File: src/rtl/fetch_pkg.sv
// Shared types and constants for the instruction-fetch stage.
//   fetch_state_t    : fetch FSM states (HALT is only reachable when FETCH_MISALIGN_TRAP_EN is defined)
//   NOP_INSTR        : instruction presented to decode while nothing live is held
//   PC_INC           : sequential PC step in bytes
//   RESET_PC_DEFAULT : default PC after reset
package fetch_pkg;

  typedef enum logic [1:0] {
    IDLE = 2'd0,
    REQ  = 2'd1,
    FULL = 2'd2,
    HALT = 2'd3
  } fetch_state_t;

  localparam logic [31:0] NOP_INSTR        = 32'h0000_0000;
  localparam int unsigned PC_INC           = 4;
  localparam logic [31:0] RESET_PC_DEFAULT = 32'h0000_0000;

endpackage

File: src/rtl/fetch_skid_buf.sv
// One-entry holding register for a fetched {instr, pc} pair that arrived while decode was stalled.
// Ports:
//   clk, rst_n    : clock, asynchronous active-low reset
//   i_push        : capture i_instr/i_pc, entry becomes valid
//   i_pop         : entry consumed, becomes empty
//   i_clear       : flush (wins over push and pop)
//   i_instr, i_pc : entry to capture
//   o_valid       : entry held
//   o_instr, o_pc : held entry
module fetch_skid_buf
  import fetch_pkg::*;
#(
  parameter int unsigned ADDR_W  = 32,
  parameter int unsigned INSTR_W = 32
) (
  input  logic               clk,
  input  logic               rst_n,
  input  logic               i_push,
  input  logic               i_pop,
  input  logic               i_clear,
  input  logic [INSTR_W-1:0] i_instr,
  input  logic [ADDR_W-1:0]  i_pc,
  output logic               o_valid,
  output logic [INSTR_W-1:0] o_instr,
  output logic [ADDR_W-1:0]  o_pc
);

  logic               r_valid;
  logic [INSTR_W-1:0] r_instr;
  logic [ADDR_W-1:0]  r_pc;

  always_ff @(posedge clk or negedge rst_n) begin
    if (!rst_n) begin
      r_valid <= 1'b0;
      r_instr <= INSTR_W'(NOP_INSTR);
      r_pc    <= '0;
    end else if (i_clear) begin
      r_valid <= 1'b0;
    end else if (i_push) begin
      r_valid <= 1'b1;
      r_instr <= i_instr;
      r_pc    <= i_pc;
    end else if (i_pop) begin
      r_valid <= 1'b0;
    end
  end

  assign o_valid = r_valid;
  assign o_instr = r_instr;
  assign o_pc    = r_pc;

endmodule

File: src/rtl/fetch_unit.sv
// Instruction-fetch stage. Owns the PC, issues req/ack reads to instruction memory and presents
// {instr, pc, pc+4} to decode, honouring decode stall and EX redirects.
// Optional feature macro: FETCH_MISALIGN_TRAP_EN -- a misaligned redirect raises a sticky
// fetch_fault and parks the stage in HALT; without it the redirect target is word-aligned.
// Ports:
//   clk, rst_n              : clock, asynchronous active-low reset
//   stall                   : decode cannot accept, hold if_* outputs
//   redirect_valid/_pc      : taken branch/jump and its target
//   imem_req/_addr          : fetch request and address (address stable until ack)
//   imem_ack/_rdata         : read completion and instruction
//   if_valid/_instr/_pc/_pc_plus4 : IF/ID outputs
//   fetch_fault             : misaligned redirect trapped (tied 0 without the macro)
module fetch_unit
  import fetch_pkg::*;
#(
  parameter int unsigned       ADDR_W   = 32,
  parameter int unsigned       INSTR_W  = 32,
  parameter logic [ADDR_W-1:0] RESET_PC = ADDR_W'(RESET_PC_DEFAULT)
) (
  input  logic               clk,
  input  logic               rst_n,
  input  logic               stall,
  input  logic               redirect_valid,
  input  logic [ADDR_W-1:0]  redirect_pc,
  output logic               imem_req,
  output logic [ADDR_W-1:0]  imem_addr,
  input  logic               imem_ack,
  input  logic [INSTR_W-1:0] imem_rdata,
  output logic               if_valid,
  output logic [INSTR_W-1:0] if_instr,
  output logic [ADDR_W-1:0]  if_pc,
  output logic [ADDR_W-1:0]  if_pc_plus4,
  output logic               fetch_fault
);

  localparam logic [ADDR_W-1:0]  Inc = ADDR_W'(PC_INC);
  localparam logic [INSTR_W-1:0] Nop = INSTR_W'(NOP_INSTR);

  fetch_state_t       r_state;
  logic [ADDR_W-1:0]  r_pc;
  logic               r_drop;
  logic [ADDR_W-1:0]  r_drop_addr;  // address of the outstanding request being discarded
  logic               r_if_valid;
  logic [INSTR_W-1:0] r_if_instr;
  logic [ADDR_W-1:0]  r_if_pc;
  logic [ADDR_W-1:0]  r_if_pc_plus4;

  logic               w_redirect;
  logic [ADDR_W-1:0]  w_target;
  logic               w_xfer;
  logic               w_keep;
  logic               w_push;
  logic               w_pop;
  logic               w_skid_valid;
  logic [INSTR_W-1:0] w_skid_instr;
  logic [ADDR_W-1:0]  w_skid_pc;

`ifdef FETCH_MISALIGN_TRAP_EN
  logic r_fault;
  logic w_misalign;
  assign w_redirect  = redirect_valid && (r_state != HALT);
  assign w_misalign  = w_redirect && (redirect_pc[1:0] != 2'b00);
  assign w_target    = redirect_pc;
  assign fetch_fault = r_fault;
`else
  logic w_unused_lsb;
  assign w_redirect   = redirect_valid;
  assign w_target     = {redirect_pc[ADDR_W-1:2], 2'b00};
  assign w_unused_lsb = ^redirect_pc[1:0];
  assign fetch_fault  = 1'b0;
`endif

  assign imem_req  = (r_state == REQ);
  // While a discarded request is outstanding the old address stays on the bus.
  assign imem_addr = r_drop ? r_drop_addr : r_pc;

  assign w_xfer = imem_req && imem_ack;
  // Transfer whose data is actually delivered (not dropped, not flushed this cycle).
  assign w_keep = w_xfer && !r_drop && !w_redirect;
  assign w_push = w_keep && stall;
  assign w_pop  = !w_redirect && !stall && w_skid_valid;

  fetch_skid_buf #(
    .ADDR_W (ADDR_W),
    .INSTR_W(INSTR_W)
  ) u_skid (
    .clk    (clk),
    .rst_n  (rst_n),
    .i_push (w_push),
    .i_pop  (w_pop),
    .i_clear(w_redirect),
    .i_instr(imem_rdata),
    .i_pc   (r_pc),
    .o_valid(w_skid_valid),
    .o_instr(w_skid_instr),
    .o_pc   (w_skid_pc)
  );

  always_ff @(posedge clk or negedge rst_n) begin
    if (!rst_n) begin
      r_state       <= IDLE;
      r_pc          <= RESET_PC;
      r_drop        <= 1'b0;
      r_drop_addr   <= '0;
      r_if_valid    <= 1'b0;
      r_if_instr    <= Nop;
      r_if_pc       <= '0;
      r_if_pc_plus4 <= '0;
`ifdef FETCH_MISALIGN_TRAP_EN
      r_fault       <= 1'b0;
`endif
    end else if (w_redirect) begin
      r_if_valid <= 1'b0;
      r_if_instr <= Nop;
`ifdef FETCH_MISALIGN_TRAP_EN
      if (w_misalign) begin
        r_fault <= 1'b1;
        r_state <= HALT;
        r_drop  <= 1'b0;
      end else
`endif
      begin
        r_pc    <= w_target;
        r_state <= REQ;
        // A request left hanging must still complete at its old address; its data is thrown away.
        r_drop  <= imem_req && !imem_ack;
        if (!r_drop) begin
          r_drop_addr <= r_pc;
        end
      end
    end else begin
      case (r_state)
        IDLE: r_state <= REQ;
        REQ: begin
          if (w_xfer) begin
            r_drop <= 1'b0;
            if (!r_drop) begin
              r_pc <= r_pc + Inc;
            end
            if (w_push) begin
              r_state <= FULL;
            end
          end
        end
        FULL: begin
          if (!stall) begin
            r_state <= REQ;
          end
        end
        default: ;
      endcase

      if (!stall) begin
        if (w_skid_valid) begin
          r_if_valid    <= 1'b1;
          r_if_instr    <= w_skid_instr;
          r_if_pc       <= w_skid_pc;
          r_if_pc_plus4 <= w_skid_pc + Inc;
        end else if (w_keep) begin
          r_if_valid    <= 1'b1;
          r_if_instr    <= imem_rdata;
          r_if_pc       <= r_pc;
          r_if_pc_plus4 <= r_pc + Inc;
        end else begin
          r_if_valid <= 1'b0;
          r_if_instr <= Nop;
        end
      end
    end
  end

  assign if_valid    = r_if_valid;
  assign if_instr    = r_if_instr;
  assign if_pc       = r_if_pc;
  assign if_pc_plus4 = r_if_pc_plus4;

endmodule

File: config.mk
export PLATFORM = sky130hd
export DESIGN_NAME = fetch_unit
export DESIGN_NICKNAME = d
export VERILOG_FILES = /design/src/rtl/fetch_pkg.sv /design/src/rtl/fetch_skid_buf.sv /design/src/rtl/fetch_unit.sv
export SDC_FILE = /design/constraint.sdc
export NUM_CORES = 1
export LEC_CHECK = 0
export ABC_AREA = 1
export CAP_MARGIN = 20
export CORE_MARGIN = 3
export CORE_UTILIZATION = 50
export DETAILED_ROUTE_END_ITERATION = 8
export HOLD_SLACK_MARGIN = 0.12
export PLACE_DENSITY = 0.73
export SLEW_MARGIN = 20
export SYNTH_ARGS = -nofsm -noshare
export SYNTH_HDL_FRONTEND = slang
export SYNTH_HIERARCHICAL = 1
export SYNTH_SLANG_ARGS = --single-unit
export TNS_END_PERCENT = 50
File: constraint.sdc
create_clock -name clk -period 2.45 [get_ports clk]
set_input_delay 0.3675 -clock clk [delete_from_list [all_inputs] [get_ports clk]]
set_output_delay 0.3675 -clock clk [all_outputs]
set_load 0.005 [all_outputs]
# Word level (Yosys, flattened, before mapping)
# Index checks and enable logic that the tools add are counted.
# totals
word_cells	72
out_inout_bits	131
ff_bits	229
# op_classes
bitwise	2
n_eq_ne	7
n_mux	28
n_reduce_logical	22
add_sub_neg	2
# ops
operator	n
two-way mux 32 bit	13
adder 32 x 3 -> 32 bit (second input constant)	2
two-way mux 1 bit	10
two-way mux 2 bit	4
logical AND 1 bit	7
!= test 3 x 2 -> 1 bit (second input constant)	2
one-hot mux 2 bit (3 select lines)	1
AND reduction 3 bit	2
nonzero test 2 bit	3
logical NOT 1 bit	4
AND reduction 2 bit	2
AND reduction 4 bit	1
nonzero test 4 bit	1
!= test 3 bit (second input constant)	1
nonzero test 3 bit	1
equality test 2 x 1 -> 1 bit (second input constant)	1
equality test 2 bit (second input constant)	1
logical NOT 2 bit	1
!= test 2 x 1 -> 1 bit (second input constant)	1
!= test 2 bit (second input constant)	1
NOT 1 bit	2

# Longest topological paths before layout
# logic_depth
ltp_word	9
mapped_depth	12
mapped_depth_nobuf	12

# Cells and area by module
# Netlist, hierarchy kept.
# by_module_without_submodules
module	instances	area_per_inst_um2	cells_each
fetch_unit	1	8866.0	1234
fetch_skid_buf	1	2587.5	283

# Least setup slack after synthesis
# No wires, ideal clock.
# synth_timing
kind	input to register
from	input redirect_valid
to	register u_skid.r_pc[11] (netlist: u_skid/o_pc[11])
arrival_time_ns	1.595
path_stages	9
slack_ns	0.738
path_buffers	4
cell_sequence	clkbuf_1 nor2_1 nand2_1 clkbuf_1 nor2_1 buf_4 buf_2 nand3_1 nand2_1
# synth_between
elab_chain_len	4
word_cells_on_any_way	5
# synth_rtl
item	line_no	rtl
start, declared	fetch_unit.sv:23	input logic redirect_valid,
logical NOT 1 bit	fetch_unit.sv:79	assign w_keep = w_xfer && !r_drop && !w_redirect;
logical AND 1 bit	fetch_unit.sv:79	
logical AND 1 bit	fetch_unit.sv:80	assign w_push = w_keep && stall;
net w_push	fetch_unit.sv:52	logic w_push;
AND reduction 2 bit (no line)	n/a	
end signal, assigned	fetch_skid_buf.sv:42	r_pc <= i_pc;
end, declared	fetch_skid_buf.sv:30	logic [ADDR_W-1:0] r_pc;
# The timed path passes the listed nets, and every way through them passes these cells.
# A chain may end at the register's enable or synchronous reset.

# Worst setup path after layout
# layout_timing
from	register r_drop
to	output imem_addr[17]
# layout_between
elab_chain_len	1
# layout_rtl
item	line_no	rtl
start, declared	fetch_unit.sv:41	logic r_drop;
start signal, assigned	fetch_unit.sv:126	r_drop <= imem_req && !imem_ack;
two-way mux 32 bit	n/a	
end, declared	fetch_unit.sv:26	output logic [ADDR_W-1:0] imem_addr,
# No other way between the ends.

==> summary.txt <==
Clock network
  • Clk root buf: clkbuf_16
  • Setup Buffers After CTS: 0
  • CTS tree: done
  • Clock-pin transition on the worst setup and hold timing paths: 60 ps
  • Total CTS buffers: 24
  • Clock buffer depth: 3
  • Worst skew pair latency: 520 ps
  • CTS sink cnt: 225
  • Htree depth: 1

Synthesis
  • Distinct cells, synth: 33
  • Mapped Cells: 1517
  • Mapped Avg Cell Area: 7.55 um2
  • Synth top cells by count: nand2_1, dfrtp_1, nand3_1, nor2_1, o21ai_0
  • Sequential-to-total area share from yosys stat: 49.2%
  • Area leader, netlist: dfrtp_1
  • Yosys top cell area share: 49.2%
  • Count leader, synth: nand2_1
  • Synth Flop Type: dfrtp_1
  • Flops & latches, synth: 225
  • Asr flop ratio synth: 100%
  • Yosys warns: 6
  • Netlist Area Pre-Place: 0.0115 mm2
  • Largest cells by area after synthesis: dfrtp_1, nand2_1, nand3_1
  • Post-synth EDFFs: 0

Critical path
  • Worst Path Max Fanout: 63
  • Worst EP arrival: 1940 ps
  • CP Data Required Time: 2080 ps
  • Worst setup EP type: output port
  • CP startpoint kind: flip-flop
  • CP max stage delay: 550 ps
  • Kind of critical path: reg2out
  • CP delay by family, top: buffers and inverters
  • CP cell instances: buf_12 > o21ai_0 > clkdlybuf4s50_1
  • WP buf/inv: 2
  • Slowest stage cell on the critical path: clkdlybuf4s50_1

Timing
  • RSZ-0062 raised after global routing: false
  • Least-Margin Pin Slew: 642 ps
  • Slew Limit Fails: 0
  • Clock skew: 10.3 ps
  • Max Clock Freq: 433 MHz
  • Relative slew slack: 57.2%
  • Hold WS: 415 ps
  • Final Hold Vio Count: 0
  • Setup TNS: 0 ps
  • Final min period: 2310 ps
  • Setup violators final: 0
  • Tcrit/Tclk final: 94.2%

Place
  • RePlAce Congestion: 0.909
  • HPWL after detailed placement: 24.8 mm
  • Port Buf Inserts: 196

Global routing
  • Vias in the first global route: 10.5k
  • Gr usage total: 28.7%
  • First-pass GRT wire length: 56.8 mm
  • Initial antenna violation count: 0
  • Grt ovf: 0
  • Largest net degree at the start of global routing: 76

Power
  • Pwr dens: 872 mW/mm2
  • Worst vdd ir: 0.607 mV
  • Pleak: 6.59 nW

Run
  • MaxCap Viol Count: 0

Finish
  • NumNets Final: 1754
  • Layout area overhead: 26.3%
  • Share of cells above drive strength 1: 4.84%
  • Diode count: 0

Route
  • Routed vias: 11.2k
  • Via/cell ratio: 5.65
  • Antenna viol nets, final: 0
  • Starting DRT DRC Count: 915
  • Router iterations before antenna repair: 5
  • DR WL/cell: 18.2 um
  • DRT Wirelength: 35.9 mm
  • Residual DRC count: 0

Floorplan
  • Core area: 0.0222 mm2
  • Die area: 0.0248 mm2
  • Placement Rows: 54
  • Chip Width: 157 um
  • Io pins: 200
  • Starting density of the core: 51.7%
  • Die Height: 157 um

Run status
  • Outcome: finished, final reports clean

Hold path
  • Hold Crit Class: in2async
==> kinds of logic after synthesis <==
kind of cell    after synthesis  synth area share [%]
simple gates                961                  34.9
flops                       225                  49.2
buf+inv                     158                  6.17
compound gates              147                  7.75
xor+xnor                     23                  1.76
fa+ha+maj                     2                 0.218
other cells                   1                0.0327
==> area by class of cell <==
class                           count  area [um2]
Clock buffer                       33         686
Clock inverter                      4        72.6
Fill cell                        1955        7690
Inverter                           67         251
Multi-Input combinational cell   1136        5130
Sequential cell                   225        5630
Tap cell                          280         350
Timing Repair Buffer              229        2340
==> flip-flops by register name, summed over array words and instances, names as in the netlist <==
name            cells
if_instr           32
if_pc              32
r_drop_addr        32
u_skid/o_instr     32
u_skid/o_pc        32
if_pc_plus4        30
r_pc               30
r_state             2
if_valid            1
r_drop              1
u_skid/o_valid      1
==> cell usage in the layout, fill, tap and decap left out, types with 5 or more instances in the layout <==
cell type and instances:
o211ai_1 32, xor2_1 15, clkdlybuf4s50_1 195, xnor2_1 8, buf_4 22, inv_2 5
clkbuf_16 25, o21ai_1 5, buf_12 10, and2_1 5, nand4_1 33, nand2_1 598
nand3b_1 10, nor2_2 6, clkbuf_1 5, nand3_1 187, o21ai_0 71, inv_1 61
nor2_1 117, a31oi_1 30, dfrtp_1 224
==> worst paths after layout <==
path | from | to | slack [ps] | cells after the start
worst max-delay path | r_drop | imem_addr[17] | 140 | 3
worst min-delay path | rst_n | r_drop_addr[3] | 410 | 2
worst max register to register | u_skid/o_pc[2] | if_pc_plus4[14] | 280 | 9
worst min register to register | u_skid/o_instr[2] | u_skid/o_instr[2] | 470 | 2
max in group asynchronous | rst_n | if_pc[12] | 1260 | 3
min in group clk | imem_rdata[13] | u_skid/o_instr[13] | 430 | 3
==> stage by stage <==
step | std cells | setup slack (ps) | utilization (%) | total power, mW | instance area, um2
floorplan | 1519 | 738 | - | 6.98 | 11500
global placement | 1936 | 175 | 61.8 | 8.96 | 13700
detailed placement | 1936 | 94.4 | 61.8 | 9.05 | 13700
CTS | 1974 | 122 | 65.3 | 12.7 | 14500
global route | 1974 | 15.8 | 65.3 | 13.3 | 14500
finish | 1974 | 142 | 65.3 | 12.6 | 14500
==> worst register-to-register path, cell delays in order, from the launching register on <==
cell and delay [ps]:
dfrtp_1 470, ha_1 210, nand2_1 70, nor2_1 260, nand2_1 300, nor2_1 310, xnor2_1 150, nand2_1 70
nand3_1 150, nand2_1 70
==> routing by layer <==
metal | share of wire, % | GRT usage [%]
met5 | 0 | 0
met4 | 3.5 | 9.17
met3 | 7.2 | 3.11
met2 | 47 | 44.6
met1 | 43 | 42.3
==> report_power, final <==
part	leakage [nW]	internal, mW	switching (mW)
clock	0.368	2.14	1.46
sequential	2.84	4.70	0.935
combinational	3.38	1.77	1.61
total	6.59	8.61	4.01
==> what timing repair did <==
item	4_1_cts	5_1_grt
resized for setup	0	0
hold buffers	1	0
endpoints found under the hold margin	69	0
(Power assumes the default switching activity.)
